**src/rtl/usb_rx_sequencer.sv**
```systemverilog
`default_nettype none
// ============================================================================
// usb_rx_sequencer : USB FS receive packet sequencer (SYNC, NRZI, unstuff, EOP)
// Rev 1.0
// ============================================================================
module usb_rx_sequencer #(
  parameter int MAX_PKT_BITS = 8208,
  parameter int IDLE_J_BITS  = 7,
  parameter int CNT_W        = 14
) (
  input  logic       clk,
  input  logic       rst,
  input  logic       rx_enable,
  input  logic [1:0] line_state_in,
  input  logic       line_state_valid,
  input  logic       phase_lock,
  input  logic       eop_detected,
  output logic       rx_active,
  output logic       rx_bit,
  output logic       rx_bit_valid,
  output logic       pkt_done,
  output logic       rx_error,
  output logic [2:0] error_code
);

  localparam logic [1:0] LS_SE0 = 2'b00;
  localparam logic [1:0] LS_J   = 2'b01;
  localparam logic [1:0] LS_K   = 2'b10;
  localparam logic [1:0] LS_SE1 = 2'b11;

  localparam logic [2:0] ERR_STUFF    = 3'd1;
  localparam logic [2:0] ERR_SE1      = 3'd2;
  localparam logic [2:0] ERR_OVERFLOW = 3'd3;
  localparam logic [2:0] ERR_LOCK     = 3'd4;
  localparam logic [2:0] ERR_EOP      = 3'd5;

  localparam int              JW      = $clog2(IDLE_J_BITS + 1);
  localparam logic [JW-1:0]   J_LAST  = JW'(IDLE_J_BITS - 1);
  localparam logic [CNT_W-1:0] MAX_CNT = CNT_W'(MAX_PKT_BITS);

  typedef enum logic [2:0] {
    S_IDLE     = 3'd0,
    S_SYNC     = 3'd1,
    S_ACTIVE   = 3'd2,
    S_EOP_WAIT = 3'd3,
    S_EOP_CHK  = 3'd4,
    S_ERROR    = 3'd5
  } state_t;

  state_t           state_q, state_d;
  logic [2:0]       sync_idx_q, sync_idx_d;
  logic [1:0]       prev_ls_q, prev_ls_d;
  logic [2:0]       ones_cnt_q, ones_cnt_d;
  logic [CNT_W-1:0] bit_cnt_q, bit_cnt_d;
  logic [1:0]       se0_cnt_q, se0_cnt_d;
  logic [JW-1:0]    j_cnt_q, j_cnt_d;
  logic             rx_active_q, rx_active_d;
  logic             rx_bit_q, rx_bit_d;
  logic             rx_bit_valid_q, rx_bit_valid_d;
  logic             pkt_done_q, pkt_done_d;
  logic             rx_error_q, rx_error_d;
  logic [2:0]       error_code_q, error_code_d;

  logic             err_go;
  logic [2:0]       err_code;
  logic             line_bit;
  logic [1:0]       sync_exp;

  // NRZI: no transition means a 1
  assign line_bit = (line_state_in == prev_ls_q);
  // sync_idx_q holds symbols matched so far; the next symbol is K on odd positions and at position 8
  assign sync_exp = (!sync_idx_q[0] || (sync_idx_q == 3'd7)) ? LS_K : LS_J;

  always_comb begin
    state_d        = state_q;
    sync_idx_d     = sync_idx_q;
    prev_ls_d      = prev_ls_q;
    ones_cnt_d     = ones_cnt_q;
    bit_cnt_d      = bit_cnt_q;
    se0_cnt_d      = se0_cnt_q;
    j_cnt_d        = j_cnt_q;
    rx_active_d    = rx_active_q;
    rx_bit_d       = rx_bit_q;
    rx_bit_valid_d = 1'b0;
    pkt_done_d     = 1'b0;
    rx_error_d     = 1'b0;
    error_code_d   = error_code_q;
    err_go         = 1'b0;
    err_code       = 3'd0;

    if ((state_q != S_IDLE) && !rx_enable) begin
      state_d     = S_IDLE;
      rx_active_d = 1'b0;
    end else if (!phase_lock && (state_q == S_SYNC)) begin
      state_d = S_IDLE;
    end else if (!phase_lock && ((state_q == S_ACTIVE) || (state_q == S_EOP_WAIT) ||
                                 (state_q == S_EOP_CHK))) begin
      err_go   = 1'b1;
      err_code = ERR_LOCK;
    end else begin
      case (state_q)
        S_IDLE: begin
          if (line_state_valid && (line_state_in == LS_K) && rx_enable && phase_lock) begin
            state_d      = S_SYNC;
            sync_idx_d   = 3'd1;
            error_code_d = 3'd0;
          end
        end
        S_SYNC: begin
          if (line_state_valid) begin
            if (line_state_in != sync_exp) begin
              state_d = S_IDLE;
            end else if (sync_idx_q == 3'd7) begin
              state_d     = S_ACTIVE;
              rx_active_d = 1'b1;
              prev_ls_d   = LS_K;
              ones_cnt_d  = 3'd1;
              bit_cnt_d   = '0;
            end else begin
              sync_idx_d = sync_idx_q + 3'd1;
            end
          end
        end
        S_ACTIVE: begin
          if (line_state_valid) begin
            if (line_state_in == LS_SE0) begin
              state_d   = S_EOP_WAIT;
              se0_cnt_d = 2'd1;
            end else if (line_state_in == LS_SE1) begin
              err_go   = 1'b1;
              err_code = ERR_SE1;
            end else begin
              prev_ls_d = line_state_in;
              if (ones_cnt_q == 3'd6) begin
                if (line_bit) begin
                  err_go   = 1'b1;
                  err_code = ERR_STUFF;
                end else begin
                  ones_cnt_d = 3'd0;
                end
              end else if (bit_cnt_q == MAX_CNT) begin
                err_go   = 1'b1;
                err_code = ERR_OVERFLOW;
              end else begin
                rx_bit_d       = line_bit;
                rx_bit_valid_d = 1'b1;
                ones_cnt_d     = line_bit ? (ones_cnt_q + 3'd1) : 3'd0;
                bit_cnt_d      = bit_cnt_q + CNT_W'(1);
              end
            end
          end
        end
        S_EOP_WAIT: begin
          if (line_state_valid) begin
            if (line_state_in == LS_SE0) begin
              if (se0_cnt_q != 2'd3) se0_cnt_d = se0_cnt_q + 2'd1;
            end else if ((line_state_in == LS_J) && (se0_cnt_q >= 2'd2)) begin
              state_d = S_EOP_CHK;
            end else begin
              err_go   = 1'b1;
              err_code = ERR_EOP;
            end
          end
        end
        S_EOP_CHK: begin
          if (eop_detected) begin
            pkt_done_d  = 1'b1;
            rx_active_d = 1'b0;
            state_d     = S_IDLE;
          end else begin
            err_go   = 1'b1;
            err_code = ERR_EOP;
          end
        end
        S_ERROR: begin
          if (line_state_valid) begin
            if (line_state_in != LS_J) begin
              j_cnt_d = '0;
            end else if (j_cnt_q == J_LAST) begin
              j_cnt_d = '0;
              state_d = S_IDLE;
            end else begin
              j_cnt_d = j_cnt_q + JW'(1);
            end
          end
        end
        default: state_d = S_IDLE;
      endcase
    end

    if (err_go) begin
      state_d      = S_ERROR;
      rx_active_d  = 1'b0;
      rx_error_d   = 1'b1;
      error_code_d = err_code;
      j_cnt_d      = '0;
    end
  end

  always_ff @(posedge clk) begin
    if (rst) begin
      state_q        <= S_IDLE;
      sync_idx_q     <= 3'd0;
      prev_ls_q      <= LS_J;
      ones_cnt_q     <= 3'd0;
      bit_cnt_q      <= '0;
      se0_cnt_q      <= 2'd0;
      j_cnt_q        <= '0;
      rx_active_q    <= 1'b0;
      rx_bit_q       <= 1'b0;
      rx_bit_valid_q <= 1'b0;
      pkt_done_q     <= 1'b0;
      rx_error_q     <= 1'b0;
      error_code_q   <= 3'd0;
    end else begin
      state_q        <= state_d;
      sync_idx_q     <= sync_idx_d;
      prev_ls_q      <= prev_ls_d;
      ones_cnt_q     <= ones_cnt_d;
      bit_cnt_q      <= bit_cnt_d;
      se0_cnt_q      <= se0_cnt_d;
      j_cnt_q        <= j_cnt_d;
      rx_active_q    <= rx_active_d;
      rx_bit_q       <= rx_bit_d;
      rx_bit_valid_q <= rx_bit_valid_d;
      pkt_done_q     <= pkt_done_d;
      rx_error_q     <= rx_error_d;
      error_code_q   <= error_code_d;
    end
  end

  assign rx_active    = rx_active_q;
  assign rx_bit       = rx_bit_q;
  assign rx_bit_valid = rx_bit_valid_q;
  assign pkt_done     = pkt_done_q;
  assign rx_error     = rx_error_q;
  assign error_code   = error_code_q;

endmodule
`default_nettype wire

```
**config.mk**
```make
export PLATFORM = sky130hd
export DESIGN_NAME = usb_rx_sequencer
export DESIGN_NICKNAME = d
export VERILOG_FILES = /design/src/rtl/usb_rx_sequencer.sv
export SDC_FILE = /design/constraint.sdc
export NUM_CORES = 1
export LEC_CHECK = 0
export CAP_MARGIN = 25
export CORE_MARGIN = 5
export CORE_UTILIZATION = 38
export DETAILED_ROUTE_END_ITERATION = 10
export PLACE_DENSITY = 0.62
export SLEW_MARGIN = 20
export SYNTH_ARGS = -nofsm -noshare
export SYNTH_HDL_FRONTEND = slang
export SYNTH_SLANG_ARGS = --single-unit
```
**constraint.sdc**
```tcl
create_clock -name clk -period 5.7 [get_ports clk]
set_input_delay 1.14 -clock clk [delete_from_list [all_inputs] [get_ports clk]]
set_output_delay 1.14 -clock clk [all_outputs]
set_load 0.01 [all_outputs]
```
==> metrics <==
final hold vios 0; root buffer cell clkbuf_8; Final ANT Viol Nets 0; via count 2292; DR WL/cell 14.95 µm; core area 6277 µm²; post-synthesis sequential area ratio 31.32%; RSZ-0062 raised after global routing false; Die H 89.95 µm; Sw Ratio 34.66%; worst hold path class reg -> reg; footprint of the multi-input gates 1553 µm²; combinational share of power 31.1%; Post-Place Setup Slack 1.945 ns; #FFs+latches synth 38; fmax 0.2912 GHz; dominant synthesized flop cell dfxtp_1; clk buf depth 2; worst-path fanout max 11; Leak Pwr 0.0009639 µW; detail-routed via count per cell 5.773; Slew Limit Fails 0; Detail Placement HPWL 4.391 mm; gr ovfl total 0; Crit path max-delay family simple AND/OR/NAND/NOR gates; required time worst endpoint 5.93 ns; slowest CP cell clkdlybuf4s50_1; Worst EP arrival 3.67 ns; Ports 16; Final Critical Period 3.434 ns; Nets 339; RePlAce Congestion 0.8811; status finished, final reports clean; sequential power share 36.4%; Layout area overhead 13.76%; first-pass GRT wire length 10.08 mm; Initial Utilization 38.69%; Final setup violation count 0; n_diodes 0; Syn Nets 328; count leader, synth dfxtp_1; Post-Syn Area 2429 µm²; clk_skew 0.009926 ns; Post-CTS Resized 0; Worst VDD drop 0.1215 mV; most common library cells after synthesis dfxtp_1, nor2_1, nand2_1; layout cell share with drive strength beyond 1 7.500%; worst skew pair latency 0.30 ns; Fill cells 646; crit-path max cell delay 0.60 ns; Clk pwr share 32.6%; largest net degree at the start of global routing 26; Final TNS setup 0 ns; Setup CP Type in -> reg; num rows 29; DRC 0; EDFF count, synth 0; Post-CTS Setup Bufs 0; Pint 573.8 µW; pwr dens 317.8 nW/µm²; CP endpoint kind flip-flop; CTS H-tree lvls 2; Die ar. 8090 µm²; Worst-path clk slew 0.08 ns; NetSw 304.3 µW; initial DRC count 271; cts-stage hold buffer count 0; Yosys top cell area share 31.32%; Total Routing Usage GR 14.65%; CTS tree yes; post-route clock period utilization 60.25%; post-synthesis cell type count 61; post-synth top area cell dfxtp_1; Final WS setup 2.266 ns; max_slew headroom 39.25%; Pre-antenna DRT Iters 4; ys async rst share 0%; DIE WIDTH 89.95 µm; instance count of the mapped netlist 308; Worst Tran Pin Value 0.9084 ns; # port buffers 15; final WL 5.934 mm; Seq. cell area 760.7 µm²; Final Util 44.01%; antenna violations before repair 0; total power 878.1 µW; vias in the first global route 2198; maxcap violations 0; Bufs and invs on worst path 2; top post-synthesis cells by area dfxtp_1, ha_1, a21oi_1; clock sinks 38; TritonCTS Buffers 5; critical path, cell by cell clkdlybuf4s50_1, inv_1, ha_1, nor3b_1, a22oi_1, nor2_2, nand4_1, or3_1, a21oi_1; Setup crit start kind input port; Avg Cell Area, Syn 7.885 µm²; Syn. warnings 0
## placed cells by master (no fill, tap or decap), types with 3 or more instances in the layout
cell / synthesis / final
ha_1: 12 / 12
nor4_1: 3 / 3
xor2_1: 3 / 3
o22ai_1: 3 / 3
clkbuf_8: 0 / 6
o31ai_1: 4 / 4
nor2_1: 31 / 31
clkdlybuf4s50_1: 0 / 15
o21ai_0: 20 / 20
and3_1: 6 / 6
nand2_1: 27 / 27
nand4_1: 6 / 6
nand3_1: 8 / 8
and2_1: 3 / 3
nand2b_1: 6 / 6
nor3_1: 7 / 7
mux2i_1: 4 / 4
a211oi_1: 6 / 6
a21oi_1: 26 / 26
or3_1: 11 / 11
dfxtp_1: 38 / 38
inv_1: 15 / 15
nor2b_1: 6 / 6
or2_2: 3 / 3
o211ai_1: 3 / 3
a21o_1: 3 / 3
## path summary, 6_finish.rpt
check,startpoint,endpoint,slack [ns],cells past startpoint
min reg2reg,j_cnt_q[0],j_cnt_q[0],0.47,2
max,line_state_in[0],bit_cnt_q[8],2.27,9
max reg2reg,state_q[0],state_q[0],2.71,6
min,j_cnt_q[0],j_cnt_q[0],0.47,2
## per-stage QoR
stage / cell area (µm²) / hold WS, ns / instances
2_1_floorplan: 2429 / 0.4431 / 308
3_3_place_gp: 2620 / 0.4599 / 389
3_5_place_dp: 2620 / 0.4660 / 389
4_1_cts: 2763 / 0.4770 / 397
5_1_grt: 2763 / 0.5077 / 397
6_report: 2763 / 0.4706 / 397
## cell type report
cell class | count | area share [%]
multi-input cells | 243 | 56.20
flip-flops and latches | 38 | 27.54
clock inverters | 2 | 2.174
repair buffers | 15 | 5.435
inverters | 16 | 2.174
well taps | 77 | 3.487
clock buffers | 6 | 2.989
## power groups by stage
stage / logic [µW] / registers [µW] / clock network (µW)
CTS: 268 / 317 / 292
floorplan: 227 / 299 / 0
global route: 301 / 323 / 301
global placement: 267 / 323 / 0
detailed placement: 265 / 323 / 0
finish: 273 / 319 / 286
## sequential cells by signal, summed over array words and instances (netlist names)
register and cells:
pkt_done 1, sync_idx_q 3, state_q 3, rx_active 1, rx_bit 1, ones_cnt_q 3, se0_cnt_q 2, rx_error 1
prev_ls_q 2, j_cnt_q 3, rx_bit_valid 1, bit_cnt_q 14, error_code 3
## worst reg2reg max path, cell delays in order, from the launching register on
cell       delay, ns
dfxtp_1         0.77
inv_1           0.37
or3_1           0.44
a2111oi_0       0.53
o22ai_1         0.23
a31o_2          0.30
a32o_1          0.25
## logic make-up after synthesis
kind of cell	count (synthesis)	synth area share (%)
muxes	5	2.112
adders and majority gates	12	6.182
xor gates and xnor gates	4	1.443
buffers and inverters	27	4.739
and+or+nand+nor	135	30.29
DFF	38	31.32
AOI/OAI and AO/OA	87	23.91
## per-layer routing
metal	GRT usage, %	wire length (µm)	up-vias
met5	0	0	-
met4	6.700	111	0
met3	2.671	362	11
met2	21.77	2520	75
met1	20.48	2939	1048
li1	-	-	1158
Note: power is estimated with default switching activity, not from simulation.
